[src/rtl/tri_vertex_ctrl.sv]
// tri_vertex_ctrl
// Vertex configuration controller for the point-in-triangle pixel datapath.
// A requester fills a shadow bank of six coordinates through a valid/ready
// port and then issues a commit. The shadow bank is copied to the active
// bank only at a frame boundary, so the triangle never tears mid-frame.
// The active bank is registered and drives the datapath vertex inputs.
//
// Optional feature macro: TRI_AUTO_MOVE_EN
//   When defined, the active X coordinates scroll by one pixel per frame and
//   bounce off the visible edges. When undefined, the active bank changes
//   only on a commit apply or on RESET.
//
// state | meaning
// ------+-----------------------------------------------------------------
// IDLE  | accepting writes; commit transfer arms the controller
// ARMED | commit pending, writes stalled, waiting for frame_start
// APPLY | single cycle: active <= shadow, commit_count++

module tri_vertex_ctrl #(
  parameter int COORD_W = 12,
  parameter int X_LIMIT = 1300,
  parameter int Y_LIMIT = 505,
  parameter int P1X_RST = 200,
  parameter int P1Y_RST = 100,
  parameter int P2X_RST = 500,
  parameter int P2Y_RST = 300,
  parameter int P3X_RST = 500,
  parameter int P3Y_RST = 100
) (
  input  logic               CLOCK_50,
  input  logic               RESET,
  input  logic               frame_start,
  input  logic               wr_valid,
  output logic               wr_ready,
  input  logic [2:0]         wr_addr,
  input  logic [COORD_W-1:0] wr_data,
  output logic [COORD_W-1:0] p1x,
  output logic [COORD_W-1:0] p1y,
  output logic [COORD_W-1:0] p2x,
  output logic [COORD_W-1:0] p2y,
  output logic [COORD_W-1:0] p3x,
  output logic [COORD_W-1:0] p3y,
  output logic               pending,
  output logic [7:0]         commit_count
);

  typedef enum logic [1:0] {
    ST_IDLE  = 2'd0,
    ST_ARMED = 2'd1,
    ST_APPLY = 2'd2
  } state_t;

  localparam logic [2:0] ADDR_COMMIT = 3'd6;

  state_t state, state_nxt;

  logic [COORD_W-1:0] shadow [6];
  logic [COORD_W-1:0] active [6];

  logic wr_fire;
  logic apply_en;
  logic idle_frame;

  // Bank index order is P1X,P1Y,P2X,P2Y,P3X,P3Y; even indices are X fields.
  function automatic logic [COORD_W-1:0] rst_val(input int idx);
    case (idx)
      0:       rst_val = COORD_W'(P1X_RST);
      1:       rst_val = COORD_W'(P1Y_RST);
      2:       rst_val = COORD_W'(P2X_RST);
      3:       rst_val = COORD_W'(P2Y_RST);
      4:       rst_val = COORD_W'(P3X_RST);
      5:       rst_val = COORD_W'(P3Y_RST);
      default: rst_val = '0;
    endcase
  endfunction

  // Saturate a coordinate to the visible area; X on even addresses, Y on odd.
  function automatic logic [COORD_W-1:0] clamp(input logic [2:0] addr,
                                               input logic [COORD_W-1:0] d);
    clamp = d;
    if (addr[0] == 1'b0) begin
      if (int'(d) >= X_LIMIT) clamp = COORD_W'(X_LIMIT - 1);
    end else begin
      if (int'(d) >= Y_LIMIT) clamp = COORD_W'(Y_LIMIT - 1);
    end
  endfunction

  // Writes are accepted only in IDLE; ready depends on state alone.
  assign wr_fire    = wr_valid && (state == ST_IDLE);
  assign idle_frame = frame_start && (state == ST_IDLE);

  // State register.
  always_ff @(posedge CLOCK_50 or posedge RESET) begin
    if (RESET) state <= ST_IDLE;
    else       state <= state_nxt;
  end

  // Next-state decode and state-derived handshake outputs.
  always_comb begin
    state_nxt = state;
    wr_ready  = 1'b0;
    pending   = 1'b0;
    apply_en  = 1'b0;
    case (state)
      ST_IDLE: begin
        wr_ready = 1'b1;
        // A frame_start in the same cycle as the commit is not consumed here;
        // ARMED waits for the next pulse.
        if (wr_valid && (wr_addr == ADDR_COMMIT)) state_nxt = ST_ARMED;
      end
      ST_ARMED: begin
        pending = 1'b1;
        if (frame_start) state_nxt = ST_APPLY;
      end
      ST_APPLY: begin
        pending   = 1'b1;
        apply_en  = 1'b1;
        state_nxt = ST_IDLE;
      end
      default: begin
        state_nxt = ST_IDLE;
      end
    endcase
  end

  // Shadow bank: clamped coordinate writes; commit and no-op leave it alone.
  always_ff @(posedge CLOCK_50 or posedge RESET) begin
    if (RESET) begin
      for (int i = 0; i < 6; i++) shadow[i] <= rst_val(i);
    end else if (wr_fire) begin
      for (int i = 0; i < 6; i++) begin
        if (wr_addr == 3'(i)) shadow[i] <= clamp(wr_addr, wr_data);
      end
    end
  end

`ifdef TRI_AUTO_MOVE_EN
  // dir = 1 means +1 pixel per frame, dir = 0 means -1.
  logic               dir;
  logic [COORD_W-1:0] x_max;
  logic [COORD_W-1:0] x_min;
  logic               move_hit;

  // Edge detection for the bounce: stepping would leave the visible width.
  always_comb begin
    x_max    = active[0];
    x_min    = active[0];
    move_hit = 1'b0;
    if (active[2] > x_max) x_max = active[2];
    if (active[4] > x_max) x_max = active[4];
    if (active[2] < x_min) x_min = active[2];
    if (active[4] < x_min) x_min = active[4];
    if (dir) move_hit = (int'(x_max) + 1) >= X_LIMIT;
    else     move_hit = (x_min == '0);
  end

  // Direction register: flips on a blocked move, forced forward on apply.
  always_ff @(posedge CLOCK_50 or posedge RESET) begin
    if (RESET)                       dir <= 1'b1;
    else if (apply_en)               dir <= 1'b1;
    else if (idle_frame && move_hit) dir <= ~dir;
  end
`endif

  // Active bank: loaded from shadow on apply (and scrolled when enabled).
  always_ff @(posedge CLOCK_50 or posedge RESET) begin
    if (RESET) begin
      for (int i = 0; i < 6; i++) active[i] <= rst_val(i);
    end else if (apply_en) begin
      for (int i = 0; i < 6; i++) active[i] <= shadow[i];
    end
`ifdef TRI_AUTO_MOVE_EN
    else if (idle_frame && !move_hit) begin
      for (int i = 0; i < 6; i += 2) begin
        if (dir) active[i] <= active[i] + COORD_W'(1);
        else     active[i] <= active[i] - COORD_W'(1);
      end
    end
`else
    else if (idle_frame) begin
      for (int i = 0; i < 6; i++) active[i] <= active[i];
    end
`endif
  end

  // Applied-commit counter, wraps naturally at 8 bits.
  always_ff @(posedge CLOCK_50 or posedge RESET) begin
    if (RESET)         commit_count <= 8'd0;
    else if (apply_en) commit_count <= commit_count + 8'd1;
  end

  assign p1x = active[0];
  assign p1y = active[1];
  assign p2x = active[2];
  assign p2y = active[3];
  assign p3x = active[4];
  assign p3y = active[5];

endmodule

[config.mk]
export PLATFORM = sky130hd
export DESIGN_NAME = tri_vertex_ctrl
export DESIGN_NICKNAME = d
export VERILOG_FILES = /design/src/rtl/tri_vertex_ctrl.sv
export SDC_FILE = /design/constraint.sdc
export NUM_CORES = 1
export LEC_CHECK = 0
export CORE_ASPECT_RATIO = 2
export CORE_MARGIN = 2
export CORE_UTILIZATION = 35
export DETAILED_ROUTE_END_ITERATION = 16
export HOLD_SLACK_MARGIN = 0.02
export PLACE_DENSITY = 0.63
export SETUP_SLACK_MARGIN = 0.02
export SYNTH_ARGS = -nofsm -noshare
export SYNTH_HDL_FRONTEND = slang
export SYNTH_SLANG_ARGS = --single-unit
[constraint.sdc]
create_clock -name CLOCK_50 -period 5.25 [get_ports CLOCK_50]
set_clock_uncertainty 0.1 [all_clocks]
set_input_delay 0.7875 -clock CLOCK_50 [delete_from_list [all_inputs] [get_ports CLOCK_50]]
set_output_delay 0.7875 -clock CLOCK_50 [all_outputs]
set_load 0.005 [all_outputs]
# Word level (Yosys, flattened, before mapping)
# Cells that the tools add are included.
# W data, S select, Z words.
[totals] n_memories=0 mem_bits_rw=0 input_bits=19 elab_cells=48 reg_bits=154 out_inout_bits=82 latchBits=0 romBits=0
[classes] magnitude_cmp=2 shifts=0 div=0 add_sub_neg=1 mux=9 bitwise=0 n_reduce_logical=12 mul=0 eq_ne=10
[ops] operator="$mux W12" count=3
[ops] operator="$reduce_and A2 Y1" count=7
[ops] operator="$ge A12 B11 Y1 const B" count=1
[ops] operator="$ge A12 B9 Y1 const B" count=1
[ops] operator="$eq A3 B3 Y1 const B" count=3
[ops] operator="$add A8 B1 Y8 const B" count=1
[ops] operator="$eq A3 B2 Y1 const B" count=2
[ops] operator="$mux W2" count=2
[ops] operator="$pmux W2 S2" count=1
[ops] operator="$eq A3 B1 Y1 const B" count=1
[ops] operator="$logic_not A3 Y1" count=1
[ops] operator="$mux W1" count=3
[ops] operator="$eq A2 B1 Y1 const B" count=1
[ops] operator="$eq A2 B2 Y1 const B" count=1
[ops] operator="$logic_and A1 B1 Y1" count=2
[ops] operator="$logic_not A2 Y1" count=1
[ops] operator="$ne A2 B1 Y1 const B" count=1
[ops] operator="$ne A2 B2 Y1 const B" count=1
[ops] operator="$reduce_or A2 Y1" count=1

# Longest topological paths before layout
# Gate-level depths: netlist of run 1.
[logic_depth] ltp_word=4 mapped_depth=7 depth_no_buf=5

# Worst setup path before layout of run 1
# Ideal clock, no wire load.
[synth_timing] path_type="input port to flip-flop" startpoint="input port wr_addr[2]" endpoint="register shadow[69] (netlist name)" setup_slack_ns=3.283 required_time_ns=5.023 setup_time_ns=0.127 t_arrival_ns=1.739 path_stages=4 path_buffers=1 path_cell_list="or3b_1 buf_6 nor2_8 mux2_1"
[synth_between] elab_chain_len=2
[synth_rtl] element="from (decl)" line="35" rtl="input logic [2:0] wr_addr,"
[synth_rtl] element="$logic_not A3 Y1" line="132" rtl="if (wr_addr == 3'(i)) shadow[i] <= clamp(wr_addr, wr_data);"
[synth_rtl] element="$reduce_and A2 Y1 (no source line)"
[synth_rtl] element="to (signal, indexed assignment)" line="132"
[synth_rtl] element="to (decl)" line="57" rtl="logic [COORD_W-1:0] shadow [6];"
# Every way passes these cells.
# A chain may end at the register's enable or synchronous reset.

# Worst setup path in the final report of run 1
[layout_timing] startpoint="register state[0]" endpoint="output port wr_ready"
[layout_between] elab_chain_len=2
[layout_rtl] element="from (decl)" line="55" rtl="state_t state, state_nxt;"
[layout_rtl] element="from (signal assigned)" line="95" rtl="else state <= state_nxt;"
[layout_rtl] element="$logic_not A2 Y1" line="104" rtl="case (state)"
[layout_rtl] element="$mux W1" line="104"
[layout_rtl] element="to (decl)" line="34" rtl="output logic wr_ready,"
# Every way passes these cells.

==> flow_summary_export.csv, run 1 <==
group,metric,value,unit
status,outcome,"completed",
clock_network,cts-resized-gates,0,
yosys,syn_inst,400,
global_routing,grt_max_degree,91,
drt,drt_iter0_drc,167,
power,leakagePower,3.170,nW
power,p_clk_share,27.1,%
die,top_level_ports,101,
die,die_h,189.8,um
die,die_area,18390,um2
power,swShare,26.87,%
timing,slew_headroom,47.72,%
finish,final_nets,531,
clock_network,postCtsSetupBuffers,0,
setup_path,cp.buffers_inverters,2,
setup_path,path_class,"reg -> out",
setup_path,cp_top_family,"buffers and inverters",
setup_path,slowest_stage,"clkdlybuf4s50_1",
timing,setup_viol,0,
setup_path,crit_arrival,1.96,ns
power,combPwrFrac,27.9,%
finish,seq_area,3916,um2
power,ir_worst_vdd,404.2,uV
global_routing,grt_pass1_wl,21.07,mm
finish,drive_above_1_share,32.63,%
yosys,synth.avg_cell_area,15.10,um2
timing,hold_viol,0,
yosys,yosys.area.top_type,"dfrtp_1",
setup_path,r2r-end,"p1x[1]",
yosys,yosys_most_used_dff,"dfrtp_1",
yosys,synth_cell_type_count,43,
placement,port_buffers,100,
hold_path,hold_class,"reg -> reg",
finish,multi_input_area,2046,um2
drt,vias,3736,
power,p_per_area,535.8,nW/um2
timing,period_share,54.29,%
clock_network,clock_sinks,154,
setup_path,worstPathRequired,4.36,ns
power,p_int,3.064,mW
global_routing,grt_pass1_vias,3764,
global_routing,grt_antenna_before_repair,0,
clock_network,cts_made_buffers,17,
drt,wire_per_inst,17.90,um
clock_network,cts.clk_slew.worst_paths,0.06,ns
placement,dpl_cell_area,7268,um2
finish,filler_cell_count,1531,
clock_network,cts_tree,"yes",
die,num_rows,68,
placement,gp_congestion,0.7620,
clock_network,max-clock-path-buffers,2,
global_routing,globalRouteOverflowTotal,0,
timing,drv_slew,0,
hold_path,hold_path.startpoint,"commit_count[7]",
finish,area_growth,29.46,%
drt,finalWirelength,13.08,mm
yosys,yosysMostFrequentCell,"dfrtp_1",
drt,first_pass_iters,4,
power,power_frac_seq,45.0,%
hold_path,min_path_cells,1,
global_routing,track_usage,14.62,%
yosys,synth_edf_count,0,
die,fp.dieW,96.89,um
clock_network,htree_levels,4,
setup_path,rrSetupSlack,2.99,ns
setup_path,start_kind,"flip-flop",
yosys,yosys_warnings,0,
setup_path,cp_slowest_stage_delay,0.58,ns
clock_network,cts_root_buf,"clkbuf_16",
yosys,syn-cell-area,6040,um2
timing,worst_pin_slew,0.7843,ns
yosys,syn_nets,423,
finish,finalInstanceArea,7819,um2
drt,vias_per_cell,5.111,
yosys,synthArstFlopShare,100.0,%
die,initial_core_util,35.32,%
timing,setup_tns,0,ns
flow_run,cap_violations,0,
yosys,synth_top_area_share,43.09,%
setup_path,path_max_fanout,10,
yosys,synth.area.top_cells,"dfrtp_1 43%, dfstp_2 22%, mux2_2 14%, o22a_1 3.2%, a32o_1 2.5%",
setup_path,timing.rr.start,"state[0]",
finish,diodes,0,
drt,ant_nets,0,
clock_network,clock_latency,0.42,ns
timing,finalCriticalPeriod,2.850,ns
timing,fmax,350.9,MHz
yosys,synth_seq_cells,154,
hold_path,whs_endpoint,"commit_count[7]",
setup_path,reg2regPathDepth,4,
timing,grt_setup_unrepaired,"no",
setup_path,crit_chain,"inv_1 > ha_1 > clkdlybuf4s50_1",
drt,drc_errors,0,
power,switchingPower,1.126,mW
die,core_area,17100,um2
placement,dpl.hpwl,9.143,mm
setup_path,cp-end-kind,"output pin",
yosys,netlist_top_cells_count,"104 x dfrtp_1, 75 x mux2_2, 50 x dfstp_2",
yosys,ys_seq_area_share,64.84,%
clock_network,holdBufCountCts,0,
[power by group through the flow]
stage / clock, mW / sequential, mW / combinational, mW
floorplan: 0 / 1.84 / 0.639
global placement: 0 / 1.90 / 1.17
detailed placement: 0 / 1.90 / 1.19
CTS: 1.16 / 1.89 / 1.20
global route: 1.22 / 1.93 / 1.27
finish: 1.13 / 1.88 / 1.17
[through the flow]
step	hold WS (ns)	setup slack, ns	cells	util (%)	total power [mW]
finish	0.3630	2.400	731	45.72	4.190
global route	0.3802	2.272	731	45.72	4.420
CTS	0.3686	2.383	731	45.72	4.249
detailed placement	0.3557	2.456	699	42.50	3.092
global placement	0.3586	2.523	699	42.50	3.068
floorplan	0.3474	0.2954	400	-	2.482
[final cells by class]
class	instances	area share [%]
multi-input combinational	228	26.16
tap	210	3.361
timing repair buffer	103	13.09
inverter	4	0.2560
clock buffer	21	5.761
clock inverter	11	1.280
sequential	154	50.09
[per-layer routing]
metal	wire length (um)	global-route usage (%)	vias up
li1	-	-	1706
met2	6040	22.30	120
met1	6148	20.12	1894
met5	0	0	-
met4	231	4.984	0
met3	663	4.188	16
[cell families after synthesis]
logic type               Yosys count  share of synthesized area [%]
flip-flops                       154                          64.84
AO/OA/AOI/OAI                     76                          10.42
multiplexers                      76                          14.17
AND/OR/NAND/NOR                   65                          7.230
buffers and inverters             18                          1.492
XOR/XNOR                           7                          1.015
adder cells (fa/ha/maj)            4                         0.8287
[registers in the layout, indices dropped and copies added, names as in the netlist]
name and count:
p2x 12, shadow 72, state 2, p1x 12
p3x 12, p1y 12, commit_count 8, p3y 12
p2y 12
[placed cells by master (no fill, tap or decap), drive strengths merged, types with 4 or more instances in the layout]
cell           instances
dfrtp                104
clkdlybuf4s50        100
mux2                  76
dfstp                 50
o22a                  22
clkbuf                21
and2                  16
a32o                  15
o21ai                 14
nand2                 13
o32a                   9
nor2                   9
clkinv                 8
o2bb2ai                6
nor2b                  5
o211ai                 4
xor2                   4
inv                    4
nand2b                 4
ha                     4
[how the worst max path moves through the flow]
stage	startpoint	endpoint	slack (ns)	cells past startpoint
2_1_floorplan	RESET	commit_count[0]	0.30	1
3_3_place_gp	wr_addr[2]	shadow[69]	2.52	4
3_5_place_dp	wr_addr[2]	shadow[45]	2.46	4
4_1_cts	state[0]	wr_ready	2.38	3
5_1_grt	state[0]	wr_ready	2.27	3
6_report	state[0]	wr_ready	2.40	3
Power figures use the tool's default switching activity.
==> run 2, diff against run 1 <==
clock period = 2.35 ns   (was 5.25 ns; I/O delays follow)
==> run 2 against run 1 <==
Via count increased by 0.56%. First-iteration DRC count is 13% higher. Worst setup slack worse by 2.3 ns. Power grew 130%. Non-clock buffer count increased by 19. Cell count grew 2.6%. Highest routed layer unchanged. Register-to-register slack worse by 2.6 ns. Largest power group unchanged. Design area up 3.0%. Sequential share of layout area decreased by 1.5 points. Combinational power is 130% higher. Sequential power increased by 120%.
==> flow_summary_export.csv, run 2 (synthesis gave the netlist of run 1 again) <==
group,metric,value,unit
global_routing,grt_antenna_before_repair,0,
setup_path,timing.rr.start,"state[0]",
setup_path,start_kind,"flip-flop",
drt,vias_per_cell,5.009,
setup_path,r2r-end,"shadow[36]",
clock_network,cts_root_buf,"clkbuf_16",
drt,drc_errors,0,
finish,final_cell_mix,"104 x dfrtp_1, 100 x clkdlybuf4s50_1, 75 x mux2_2, 50 x dfstp_2, 22 x o22a_1",
clock_network,holdBufCountCts,0,
finish,top_register,"shadow",
clock_network,postCtsSetupBuffers,0,
setup_path,path_max_fanout,10,
setup_path,cp-end-kind,"output pin",
flow_run,cap_violations,0,
timing,period_share,93.84,%
setup_path,crit_chain,"inv_1 > ha_4 > clkdlybuf4s50_1",
finish,final_nets,550,
finish,final_common_cell,"dfrtp_1",
placement,place_inst,718,
hold_path,hold_class,"in -> async",
setup_path,crit_path_start,"state[0]",
clock_network,clock_sinks,154,
power,ir_worst_vdd,697.7,uV
setup_path,cp_slowest_stage_delay,0.54,ns
setup_path,path_class,"reg -> out",
power,power,9.635,mW
clock_network,clock_latency,0.42,ns
timing,worst_pin_slew,0.4636,ns
finish,multi_input_area,2058,um2
status,outcome,"completed",
placement,dp_slack,0.1422,ns
global_routing,globalRouteOverflowTotal,0,
placement,port_buffers,100,
finish,area_growth,33.33,%
drt,vias,3757,
timing,final.setup.worst_slack,0.1447,ns
setup_path,worstPathRequired,1.90,ns
finish,drive_above_1_share,35.74,%
die,initial_core_util,35.32,%
finish,final_util,47.09,%
global_routing,track_usage,14.78,%
timing,setup_viol,0,
placement,gp_congestion,0.8028,
clock_network,cts.clk_slew.worst_paths,0.06,ns
drt,finalWirelength,13.17,mm
finish,largest_reg_flops,72,
drt,ant_nets,0,
finish,layout.cells.non_filler,750,
finish,diodes,0,
clock_network,cts_made_buffers,17,
die,top_level_ports,101,
drt,wire_per_inst,17.56,um
timing,fmax,453.4,MHz
drt,drt_iter0_drc,188,
power,p_per_area,1197,nW/um2
clock_network,max-clock-path-buffers,2,
timing,grt_setup_unrepaired,"no",
finish,seq_area,3916,um2
timing,slew_headroom,69.09,%
clock_network,htree_levels,4,
power,leakagePower,3.296,nW
global_routing,grt_pass1_vias,3874,
timing,finalCriticalPeriod,2.205,ns
global_routing,grt_pass1_wl,21.44,mm
setup_path,crit_arrival,1.75,ns
placement,dpl.hpwl,9.429,mm
setup_path,rrSetupSlack,0.42,ns
die,core_area,17100,um2
setup_path,slowest_stage,"clkdlybuf4s50_1",
timing,drv_slew,0,
clock_network,cts_tree,"yes",
finish,filler_cell_count,1525,
die,die_h,189.8,um
global_routing,grt_max_degree,88,
drt,first_pass_iters,4,
die,die_area,18390,um2
timing,hold_viol,0,
die,fp.dieW,96.89,um
setup_path,reg2regPathDepth,5,
die,num_rows,68,
==> run 2: changes by cell type in the layout (fill, tap and decap cells not counted), sizes merged <==
cell	previous run	this run
clkbuf	21	18
clkinv	8	4
buf	3	22
inv	4	11
==> run 2: worst max path at each step <==
stage / end / depth (start not counted)
final: wr_ready / 3
after global routing: wr_ready / 3
after CTS: wr_ready / 3
after detailed placement: shadow[69] / 4
after global placement: shadow[69] / 4
after floorplan: commit_count[0] / 1
==> run 2: area by class of cell <==
| class | count | area share [%] |
|---|---|---|
| Clock inverter | 14 | 1.911 |
| Tap cell | 210 | 3.263 |
| Sequential cell | 154 | 48.63 |
| Multi-Input combinational cell | 228 | 25.56 |
| Timing Repair Buffer | 122 | 14.95 |
| Clock buffer | 18 | 5.454 |
| Inverter | 4 | 0.2331 |
==> run 2: repair_timing <==
| item | 4_1_cts | 5_1_grt |
|---|---|---|
| gates cloned | 0 | 0 |
| resized for setup | 1 | 1 |
| endpoints found under the setup margin | 1 | 1 |
==> run 2: worst max-delay path, delay by kind of cell (launching register included) <==
kind | cells | cell delay, ns
buf+inv | 2 | 0.71
fa+ha+maj | 1 | 0.23
flops | 1 | 0.40
==> run 2: routing by layer <==
metal	routed length, um	share of wire (%)	up-vias	GRT usage (%)
met2	6164	47	118	23.26
met3	571	4.3	16	3.747
li1	-	-	1741	-
met5	0	0	-	0
met1	6261	48	1882	20.20
met4	176	1.3	0	4.550
==> run 2: power by group <==
part	internal, mW	leakage [nW]	switching [mW]
registers	3.69	1.82	0.520
logic	1.75	1.19	0.959
clock network	1.53	0.291	1.18
==> run 2: metrics by stage <==
step | hold WS [ns] | TNS, ns | cell area (um2)
finish | 0.3142 | 0 | 8053
global route | 0.3703 | 0 | 8053
CTS | 0.3344 | 0 | 8043
detailed placement | 0.3663 | 0 | 7447
global placement | 0.3598 | 0 | 7447
floorplan | 0.3474 | -0.6860 | 6043
==> run 3, diff against run 2 <==
SLEW_MARGIN = 25   (was unset)
==> results of run 3 <==
Final layout, timing and power as in run 2 (identical DEF).
